===== src/rtl/param_seq_detector.sv =====
// param_seq_detector: serial pattern matcher with runtime-loadable
// pattern, overlap/non-overlap mode and a saturating match counter.
//   slowed_clk  : block clock, rising edge
//   reset       : synchronous, active-high
//   d_in/d_valid: serial bit, accepted when d_valid=1
//   pat_in/pat_load: runtime pattern load (clears history)
//   cnt_clr     : clears match_count
//   detected    : registered match flag, 1 cycle after match bit
//   match_count : saturating match count
module param_seq_detector #(
  parameter int                 PAT_LEN = 5,
  parameter logic [PAT_LEN-1:0] PATTERN = 5'b10001,
  parameter bit                 OVERLAP = 1'b1,
  parameter int                 CNT_W   = 8
) (
  input  logic               slowed_clk,
  input  logic               reset,
  input  logic               d_in,
  input  logic               d_valid,
  input  logic [PAT_LEN-1:0] pat_in,
  input  logic               pat_load,
  input  logic               cnt_clr,
  output logic               detected,
  output logic [CNT_W-1:0]   match_count
);

  localparam int FW = $clog2(PAT_LEN + 1);
  localparam logic [FW-1:0] FULL = FW'(PAT_LEN);
  localparam logic [CNT_W-1:0] CNT_MAX = '1;

  logic [PAT_LEN-1:0] pat_q, pat_d;
  logic [PAT_LEN-1:0] hist_q, hist_d;
  logic [FW-1:0]      fill_q, fill_d;
  logic               det_q, det_d;
  logic [CNT_W-1:0]   cnt_q, cnt_d;

  logic [PAT_LEN-1:0] hist_sh;
  logic [FW-1:0]      fill_inc;
  logic               accept;
  logic               match;

  assign hist_sh  = {hist_q[PAT_LEN-2:0], d_in};
  assign fill_inc = (fill_q == FULL) ? FULL
                                     : fill_q + 1'b1;
  assign accept   = d_valid && !pat_load;
  // fill guards against matching on stale or cleared history
  assign match    = accept
                 && (fill_inc == FULL)
                 && (hist_sh == pat_q);

  always_comb begin
    pat_d  = pat_q;
    hist_d = hist_q;
    fill_d = fill_q;
    det_d  = det_q;
    cnt_d  = cnt_q;
    if (pat_load) begin
      pat_d  = pat_in;
      hist_d = '0;
      fill_d = '0;
      det_d  = 1'b0;
    end else if (d_valid) begin
      hist_d = hist_sh;
      // non-overlap: restart fill so no match bit is reused
      fill_d = (match && !OVERLAP) ? '0 : fill_inc;
      det_d  = match;
    end
    if (cnt_clr)
      cnt_d = '0;
    else if (match && cnt_q != CNT_MAX)
      cnt_d = cnt_q + 1'b1;
  end

  always_ff @(posedge slowed_clk) begin
    if (reset) begin
      pat_q  <= PATTERN;
      hist_q <= '0;
      fill_q <= '0;
      det_q  <= 1'b0;
      cnt_q  <= '0;
    end else begin
      pat_q  <= pat_d;
      hist_q <= hist_d;
      fill_q <= fill_d;
      det_q  <= det_d;
      cnt_q  <= cnt_d;
    end
  end

  assign detected    = det_q;
  assign match_count = cnt_q;

endmodule


===== config.mk =====
export PLATFORM = sky130hd
export DESIGN_NAME = param_seq_detector
export DESIGN_NICKNAME = d
export VERILOG_FILES = /design/src/rtl/param_seq_detector.sv
export SDC_FILE = /design/constraint.sdc
export NUM_CORES = 1
export LEC_CHECK = 0
export BUFFER_PORTS_ARGS = -buffer_cell sky130_fd_sc_hd__buf_4
export CAP_MARGIN = 20
export CELL_PAD_IN_SITES_DETAIL_PLACEMENT = 1
export CELL_PAD_IN_SITES_GLOBAL_PLACEMENT = 2
export CORE_ASPECT_RATIO = 0.7
export CORE_MARGIN = 2
export CORE_UTILIZATION = 32
export DETAILED_ROUTE_END_ITERATION = 10
export GPL_ROUTABILITY_DRIVEN = 0
export PLACE_DENSITY = 0.75
export SYNTH_ARGS = -nofsm -noshare
export SYNTH_HDL_FRONTEND = slang
export SYNTH_SLANG_ARGS = --single-unit

===== constraint.sdc =====
create_clock -name slowed_clk -period 1.74 [get_ports slowed_clk]
set_input_delay 0 -clock slowed_clk [delete_from_list [all_inputs] [get_ports slowed_clk]]
set_output_delay 0 -clock slowed_clk [all_outputs]
set_load 0.03 [all_outputs]

# ---- After elaboration in Yosys (flattened, before gate mapping)
# Cells that the tools add are included.
dict set report word_totals {
  ff_bits 21
  in_bits 11
  word_cells 19
}
dict set report classes {
  n_mux 1
  addsub 2
  eq_ne 4
  n_reduce_logical 7
}
# cell count
set op_table {}
lappend op_table {{$add A8 B1 Y8 const B} 1}
lappend op_table {{$ne A8 B8 Y1 const B} 1}
lappend op_table {{$eq A3 B3 Y1 const B} 2}
lappend op_table {{$eq A5 B5 Y1} 1}
lappend op_table {{$logic_and A1 B1 Y1} 4}
lappend op_table {{$reduce_or A2 Y1} 2}
lappend op_table {{$add A3 B1 Y3 const B} 1}
lappend op_table {{$mux W3} 1}
lappend op_table {{$logic_not A1 Y1} 1}

# ---- Logic depth before layout (Yosys ltp)
# Gate-level depths: netlist of the first run.
dict set report logic_depth {
  ltp_word 6
  mapped_depth 6
}

# ---- Least setup slack after synthesis of the first run
# OpenSTA, ideal clock, no wires.
dict set report synth_path {
  kind {register to register}
  from {register cnt_q[0], in the netlist match_count[0]}
  to {register cnt_q[7], in the netlist match_count[7]}
  arrival_time_ns 1.525
  n_path_buf 0
  setup_time_ns 0.059
  stages_incl_launch_ff 7
  setup_slack_ns 0.156
  synth_period_minus_slack_ns 1.584
  cell_sequence {dfxtp_1 -> ha_1 -> nand3_1 -> o211ai_2 -> nor2_4 -> a211oi_1 -> a31o_1}
}
dict set report synth_between {
  elab_chain_cells 2
  word_cells_on_any_way 3
  cone_classes {1 x add/sub; 1 x eq/ne; 1 x reduce/logical}
}
# item line
set synth_rtl {}
lappend synth_rtl {{start, declared} 35} ;# logic [CNT_W-1:0] cnt_q, cnt_d;
lappend synth_rtl {{start signal, assigned} 86} ;# cnt_q <= cnt_d;
lappend synth_rtl {{branches (longest 2 deep; another with $add A8 B1 Y8)} --}
# Several ways; the timed one is not identified.
# A chain may end at the register's enable or synchronous reset.

# ---- Worst setup path after layout of the first run
dict set report layout_path {
  from {register cnt_q[1], in the netlist match_count[1]}
  to {register cnt_q[7], in the netlist match_count[7]}
}
# Same word-level chain as after synthesis.

==> impl_summary.log, run 1 <==
INFO  metric number_of_antenna_violations_at_the_first_check_in_global_routing = 0
INFO  metric timing.critical_path.arrival = 1770 ps
INFO  metric worstSkewPairLatency = 260 ps
INFO  metric drive_above_1_share = 25.6%
INFO  metric vdd.ir_drop.worst = 0.309 mV
INFO  metric synth-compound-area-share = 9.09%
INFO  metric floorplan_die_area = 0.00366 mm²
INFO  metric initialDrtViolationCount = 24
INFO  metric timing.critical_path.to_type = flop
INFO  metric n_antenna_cell = 0
INFO  metric core-area = 0.00308 mm²
INFO  metric layout_common_cells = sky130_fd_sc_hd__dfxtp_1, sky130_fd_sc_hd__nor2_1, sky130_fd_sc_hd__buf_4
INFO  metric synth_fa_ha_area_share = 1.23%
INFO  metric cap_viol_max_count = 0
INFO  metric path_max_fanout = 7
INFO  metric grt_overflow = 0
INFO  metric drcViolationCount = 0
INFO  metric synthMuxAreaShare = 9.83%
INFO  metric xor_xnor_cell_area_share_of_the_yosys_netlist = 8.35%
INFO  metric layout.cells.most_common = sky130_fd_sc_hd__dfxtp_1
INFO  metric final.period_utilization = 89.7%
INFO  metric area_growth = 28.0%
INFO  metric die-width = 71.4 µm
INFO  metric syn-instance-count = 107
INFO  metric fp.dieH = 51.2 µm
INFO  metric cts-htree-levels = 1
INFO  metric yosys.area_share.simple = 26.2%
INFO  metric route.vias.total = 825
INFO  metric total_power_consumption = 917 µW
INFO  metric pin_count_of_the_biggest_net_entering_global_routing = 12
INFO  metric area_of_the_mapped_netlist = 0.00102 mm²
INFO  metric multiInputGateArea = 557 µm²
INFO  metric layout.area.seq = 420 µm²
INFO  metric relSlewSlack = 78.6%
INFO  metric worst-slew-pin-transition = 319 ps
INFO  metric vias_per_cell = 4.82
INFO  metric clock_root_buffer = sky130_fd_sc_hd__clkbuf_8
INFO  metric start_util = 33.0%
INFO  metric synth_seq_cells = 21
INFO  metric rsz0062_at_grt = no
INFO  metric clock-skew-final = 5.08 ps
INFO  metric startpoint_type_of_the_worst_setup_path = flop
INFO  metric place_hpwl = 1.72 mm
INFO  metric leakage_power = 0.000506 µW
INFO  metric drt.antenna.violating_nets = 0
INFO  metric place.port_buffers = 19
INFO  metric pwr_density_cell = 704 mW/mm²
INFO  metric cts_buffers = 3
INFO  metric synthDistinctLibCells = 31
INFO  metric routed_wire_length_per_instance = 13.4 µm
INFO  metric clkTransAtPathRegs = 80 ps
INFO  metric cts_num_sinks = 21
INFO  metric groute.usage.overall = 14.2%
INFO  metric cts_tree = yes
INFO  metric core.rowCount = 17
INFO  metric number_of_global_route_vias_before_repair = 857
INFO  metric fill_cells = 358
INFO  metric timing_worst_setup_path_type = reg2reg
INFO  metric max_clock_freq = 641 MHz
INFO  metric ioPinCount = 20
INFO  metric yosysSeqAreaShare = 41.3%
INFO  metric hold_viol_final = 0
INFO  metric report.final.setup_viol = 0
INFO  metric fin_tns_setup = 0 ps
INFO  metric final-max-slew-violation-count = 0
INFO  metric post-route-min-period = 1560 ps
INFO  metric hold_path.class = in2reg
INFO  metric postCtsResizedCells = 0
INFO  metric clock_buffer_depth = 2
INFO  metric grt_first_pass_wirelength = 3.93 mm
INFO  metric ys.warnings.count = 0
INFO  metric dominant_combinational_cell_family_by_area_after_synthesis = simple AND/OR/NAND/NOR gates
INFO  metric run_status = complete, no violations
INFO  metric first_pass_iters = 4
INFO  metric wirelength = 2.28 mm
INFO  metric cp.required = 1950 ps
INFO  metric synth_fp_nets = 119
INFO  metric layout.nets = 146
INFO  metric average_cell_area_after_synthesis = 9.52 µm²
stage by stage:
| step | hold WS, ps | instance area (µm²) | util, % | setup slack, ps | instances |
|---|---|---|---|---|---|
| floorplan | 122 | 1020 | - | 156 | 107 |
| CTS | 7.00 | 1300 | 42.3 | 153 | 171 |
| global route | 19.9 | 1300 | 42.3 | 23.3 | 171 |
| finish | 13.5 | 1300 | 42.3 | 180 | 171 |
| global placement | 206 | 1180 | 38.2 | 255 | 159 |
| detailed placement | 209 | 1180 | 38.2 | 201 | 159 |
per-layer routing:
metal / track usage [%] / vias up / routed length [µm]
li1: - / 415 / -
met1: 18.4 / 391 / 1090
met2: 23.3 / 17 / 1070
met3: 4.14 / 2 / 108
met4: 3.77 / 0 / 12
met5: 0 / - / 0
synthesized netlist by cell type:
library cell | number | area share (%)
sky130_fd_sc_hd__a211o_2 | 2 | 2.0
sky130_fd_sc_hd__a211oi_1 | 1 | 0.74
sky130_fd_sc_hd__a21bo_1 | 1 | 0.98
sky130_fd_sc_hd__a21oi_1 | 5 | 2.5
sky130_fd_sc_hd__a31o_1 | 2 | 1.7
sky130_fd_sc_hd__and2_1 | 1 | 0.61
sky130_fd_sc_hd__and2b_2 | 2 | 1.7
sky130_fd_sc_hd__and4bb_4 | 1 | 1.6
sky130_fd_sc_hd__buf_4 | 1 | 0.74
sky130_fd_sc_hd__buf_6 | 1 | 1.1
sky130_fd_sc_hd__clkbuf_1 | 3 | 1.1
sky130_fd_sc_hd__dfxtp_1 | 21 | 41
sky130_fd_sc_hd__ha_1 | 1 | 1.2
sky130_fd_sc_hd__inv_1 | 3 | 1.1
sky130_fd_sc_hd__mux2i_1 | 10 | 9.8
sky130_fd_sc_hd__nand2_1 | 7 | 2.6
sky130_fd_sc_hd__nand3_1 | 3 | 1.5
sky130_fd_sc_hd__nand3b_1 | 1 | 0.74
sky130_fd_sc_hd__nand4_1 | 3 | 1.8
sky130_fd_sc_hd__nand4_4 | 1 | 2.1
sky130_fd_sc_hd__nor2_1 | 20 | 7.4
sky130_fd_sc_hd__nor2_4 | 1 | 1.1
sky130_fd_sc_hd__nor3_1 | 2 | 0.98
sky130_fd_sc_hd__nor3_2 | 1 | 0.98
sky130_fd_sc_hd__nor4_2 | 1 | 1.2
sky130_fd_sc_hd__o211ai_2 | 1 | 1.2
sky130_fd_sc_hd__or2_1 | 2 | 1.2
sky130_fd_sc_hd__or3_1 | 1 | 0.61
sky130_fd_sc_hd__xnor2_1 | 5 | 4.3
sky130_fd_sc_hd__xnor2_2 | 2 | 3.2
sky130_fd_sc_hd__xor2_1 | 1 | 0.86
cells by family (layout without fill, tap and decap cells):
| kind of cell | Yosys count | in the layout |
|---|---|---|
| buffers and inverters | 8 | 34 |
| and+or+nand+nor | 47 | 47 |
| muxes | 10 | 10 |
| DFF | 21 | 21 |
| adders and majority gates | 1 | 1 |
| AOI/OAI and AO/OA | 12 | 12 |
| xor gates and xnor gates | 8 | 8 |
timing repair:
action / in CTS / in global routing
hold buffers: 8 / 0
hold endpoints to repair: 6 / 0
setup buffers: 0 / 0
sequential cells by signal (all words and copies together) (netlist names):
| name | count |
|---|---|
| fill_q | 3 |
| hist_q | 4 |
| pat_q | 5 |
| detected | 1 |
| match_count | 8 |
where the power goes:
| part | internal (µW) | total [µW] | switching, µW |
|---|---|---|---|
| sequential | 490 | 499 | 8.62 |
| clock | 163 | 323 | 160 |
| combinational | 53.0 | 95.5 | 42.5 |
| total | 706 | 917 | 211 |
layout make-up:
cell class / count / share of cell area [%]
Sequential cell: 21 / 32.2
Timing Repair Buffer: 27 / 17.1
Tap cell: 38 / 3.65
Clock buffer: 4 / 3.45
Multi-Input combinational cell: 78 / 42.7
Inverter: 3 / 0.864
final timing paths:
kind,slack [ps],depth (start not counted),from,to
worst min-delay path,10,3,cnt_clr,match_count[4]$_SDFFE_PP0P_
worst max-delay path,180,6,match_count[1]$_SDFFE_PP0P_,match_count[7]$_SDFFE_PP0P_
worst min register to register,510,2,detected$_SDFFE_PP0P_,detected$_SDFFE_PP0P_
worst max register to register,180,6,match_count[1]$_SDFFE_PP0P_,match_count[7]$_SDFFE_PP0P_
worst max-delay path: stages (launching register included):
cell and delay (ps):
sky130_fd_sc_hd__dfxtp_1 390, sky130_fd_sc_hd__ha_1 280, sky130_fd_sc_hd__nand3_1 140, sky130_fd_sc_hd__o211ai_2 260, sky130_fd_sc_hd__nor2_4 100, sky130_fd_sc_hd__a211oi_1 210
sky130_fd_sc_hd__a31o_1 120
No activity file was read; power rests on OpenSTA's default activity.
==> run 2: changes to the inputs <==
PLACE_DENSITY = not set   (was 0.75)
PLACE_DENSITY_LB_ADDON = 0.08   (was not set)
clock period = 1.65 ns   (was 1.74 ns; I/O delays follow)
==> run 2 against run 1 <==
Effect of this change: combinational power up 1%; via count is 2.9% lower; die area unchanged; routed wire length down 6.3%; count of clock-buffer cells in the layout unchanged; first-iteration DRC count is 17% higher; sequential power rose by 5.4%; global-route usage fell by 1.5 points; highest routed layer unchanged; non-clock buffer count decreased by 2; design area is 1.5% lower.
==> impl_summary.log, run 2 (synthesis results as in run 1) <==
INFO  metric cap_viol_max_count = 0 (unchanged)
INFO  metric grt_first_pass_wirelength = 3.56 mm (-9.3%)
INFO  metric pwr_density_cell = 746 mW/mm² (+6.1%)
INFO  metric timing_worst_setup_path_type = reg2reg
INFO  metric initialDrtViolationCount = 28 (+17%)
INFO  metric layout.cells.most_common = sky130_fd_sc_hd__dfxtp_1
INFO  metric report.final.setup_viol = 0 (unchanged)
INFO  metric n_antenna_cell = 0 (unchanged)
INFO  metric area_growth = 26.0%
INFO  metric die-width = 71.4 µm (unchanged)
INFO  metric place_hpwl = 1.66 mm (-3.5%)
INFO  metric drcViolationCount = 0 (unchanged)
INFO  metric clock_buffer_depth = 2 (unchanged)
INFO  metric first_pass_iters = 4 (unchanged)
INFO  metric core.rowCount = 17 (unchanged)
INFO  metric worstSkewPairLatency = 260 ps (about the same)
INFO  metric relSlewSlack = 79.1% (+0.52 points)
INFO  metric drt.antenna.violating_nets = 0 (unchanged)
INFO  metric final.period_utilization = 91.4% (+1.7 points)
INFO  metric cts_num_sinks = 21 (unchanged)
INFO  metric place.port_buffers = 19 (unchanged)
INFO  metric post_cts_buffers = 0 (unchanged)
INFO  metric vdd.ir_drop.worst = 0.482 mV (+56%)
INFO  metric layout.nets = 144 (-1.4%)
INFO  metric pin_count_of_the_biggest_net_entering_global_routing = 12 (unchanged)
INFO  metric start_util = 33.0% (unchanged)
INFO  metric wirelength = 2.14 mm (-6.3%)
INFO  metric cts-htree-levels = 1 (unchanged)
INFO  metric rsz0062_at_grt = no
INFO  metric max_clock_freq = 663 MHz (+3.5%)
INFO  metric largest_register_ff_count = 8 (unchanged)
INFO  metric groute.usage.overall = 12.7% (-1.5 points)
INFO  metric floorplan_die_area = 0.00366 mm² (unchanged)
INFO  metric leakage_power = 0.000499 µW (-1.4%)
INFO  metric timing.critical_path.arrival = 1720 ps (-50 ps)
INFO  metric cts_tree = yes
INFO  metric timing.critical_path.to_type = flop
INFO  metric hold_path.class = in2reg
INFO  metric final-max-slew-violation-count = 0 (unchanged)
INFO  metric run_status = complete, no violations
INFO  metric core-area = 0.00308 mm² (unchanged)
INFO  metric hold_viol_final = 0 (unchanged)
INFO  metric pre_cts_slack = 170 ps (-31.0 ps)
INFO  metric route.vias.total = 801 (-2.9%)
INFO  metric drive_above_1_share = 26.0% (+0.39 points)
INFO  metric critical_path.slowest_cell = sky130_fd_sc_hd__dfxtp_1
INFO  metric slowest_delay = 400 ps (about the same)
INFO  metric post-route-min-period = 1510 ps (-52.1 ps)
INFO  metric fill_cells = 363 (+1.4%)
INFO  metric fin_tns_setup = 0 ps (unchanged)
INFO  metric fp.dieH = 51.2 µm (unchanged)
INFO  metric clock-skew-final = 9.68 ps (+4.60 ps)
INFO  metric clkTransAtPathRegs = 80 ps (about the same)
INFO  metric clock_root_buffer = sky130_fd_sc_hd__clkbuf_8
INFO  metric startpoint_type_of_the_worst_setup_path = flop
INFO  metric vias_per_cell = 4.74 (-1.8%)
INFO  metric path_max_fanout = 7 (unchanged)
INFO  metric ioPinCount = 20 (unchanged)
INFO  metric cp.required = 1860 ps (-90 ps)
INFO  metric cts_buffers = 3 (unchanged)
INFO  metric number_of_antenna_violations_at_the_first_check_in_global_routing = 0 (unchanged)
INFO  metric number_of_global_route_vias_before_repair = 734 (-14%)
INFO  metric worst-slew-pin-transition = 311 ps (-7.70 ps)
INFO  metric postLayoutSetupSlackWorst = 142 ps (-37.9 ps)
INFO  metric grt_overflow = 0 (unchanged)
INFO  metric routed_wire_length_per_instance = 12.7 µm (-5.2%)
INFO  metric layout_common_cells = sky130_fd_sc_hd__dfxtp_1, sky130_fd_sc_hd__nor2_1, sky130_fd_sc_hd__buf_4
INFO  metric worstPathCellList = ha_1 -> nand3_1 -> o211ai_2 -> nor2_4 -> a211oi_1 -> a31o_1
-- run 2: cell types whose count changed in the layout (fill, tap and decap cells not counted), sizes merged --
| cell | before | now |
|---|---|---|
| dlygate4sd3 | 8 | 6 |
-- run 2: area by class of cell --
class                           instances  area, µm²  share of cell area [%]
Clock buffer                            4       45.0                    3.51
Inverter                                3       11.3                   0.877
Multi-Input combinational cell         78        557                    43.4
Sequential cell                        21        420                    32.7
Tap cell                               38       47.5                    3.70
Timing Repair Buffer                   25        203                    15.8
-- run 2: routing by layer --
| metal | up-vias | share of wire (%) | wire [µm] | global-route usage [%] |
|---|---|---|---|---|
| li1 | 415 | - | - | - |
| met4 | 0 | 0.37 | 8 | 2.83 |
| met5 | - | 0 | 0 | 0 |
| met2 | 17 | 42 | 905 | 19.0 |
| met3 | 2 | 4.5 | 96 | 4.14 |
| met1 | 367 | 53 | 1130 | 17.8 |
-- run 2: worst paths after layout --
| path | endpoint | slack, ps | start | depth (start not counted) |
|---|---|---|---|---|
| worst max-delay path | match_count[7]$_SDFFE_PP0P_ | 140 | match_count[0]$_SDFFE_PP0P_ | 6 |
| worst min-delay path | hist_q[0]$_SDFFE_PP0P_ | 6 | d_in | 3 |
| worst max register to register | match_count[7]$_SDFFE_PP0P_ | 140 | match_count[0]$_SDFFE_PP0P_ | 6 |
| worst min register to register | detected$_SDFFE_PP0P_ | 500 | detected$_SDFFE_PP0P_ | 2 |
-- run 2: power by group --
| part | leakage, µW | internal, µW | switching (µW) |
|---|---|---|---|
| combinational | 0.000306 | 52.3 | 44.3 |
| clock | 0.0000228 | 172 | 164 |
| sequential | 0.000171 | 517 | 8.94 |
-- run 2: critical path, delay by kind of cell, from the launching register on --
kind,cells,cell delay (ps)
simple gates,2,210
fa+ha+maj,1,270
compound gates,3,590
flops,1,400
-- run 2: repair_timing --
item                      in CTS  in global routing
gates resized for setup        0                  0
hold endpoints to repair       5                  0
hold buffers                   6                  0
-- run 2: through the flow --
stage          std cells  area (µm²)  total power [µW]  hold slack [ps]  utilization [%]
2_1_floorplan        107        1020               598              122                -
3_3_place_gp         159        1180               622              207             38.2
3_5_place_dp         159        1180               625              214             38.2
4_1_cts              169        1280               978             8.15             41.6
5_1_grt              169        1280              1010             3.89             41.6
6_report             169        1280               958             5.70             41.6
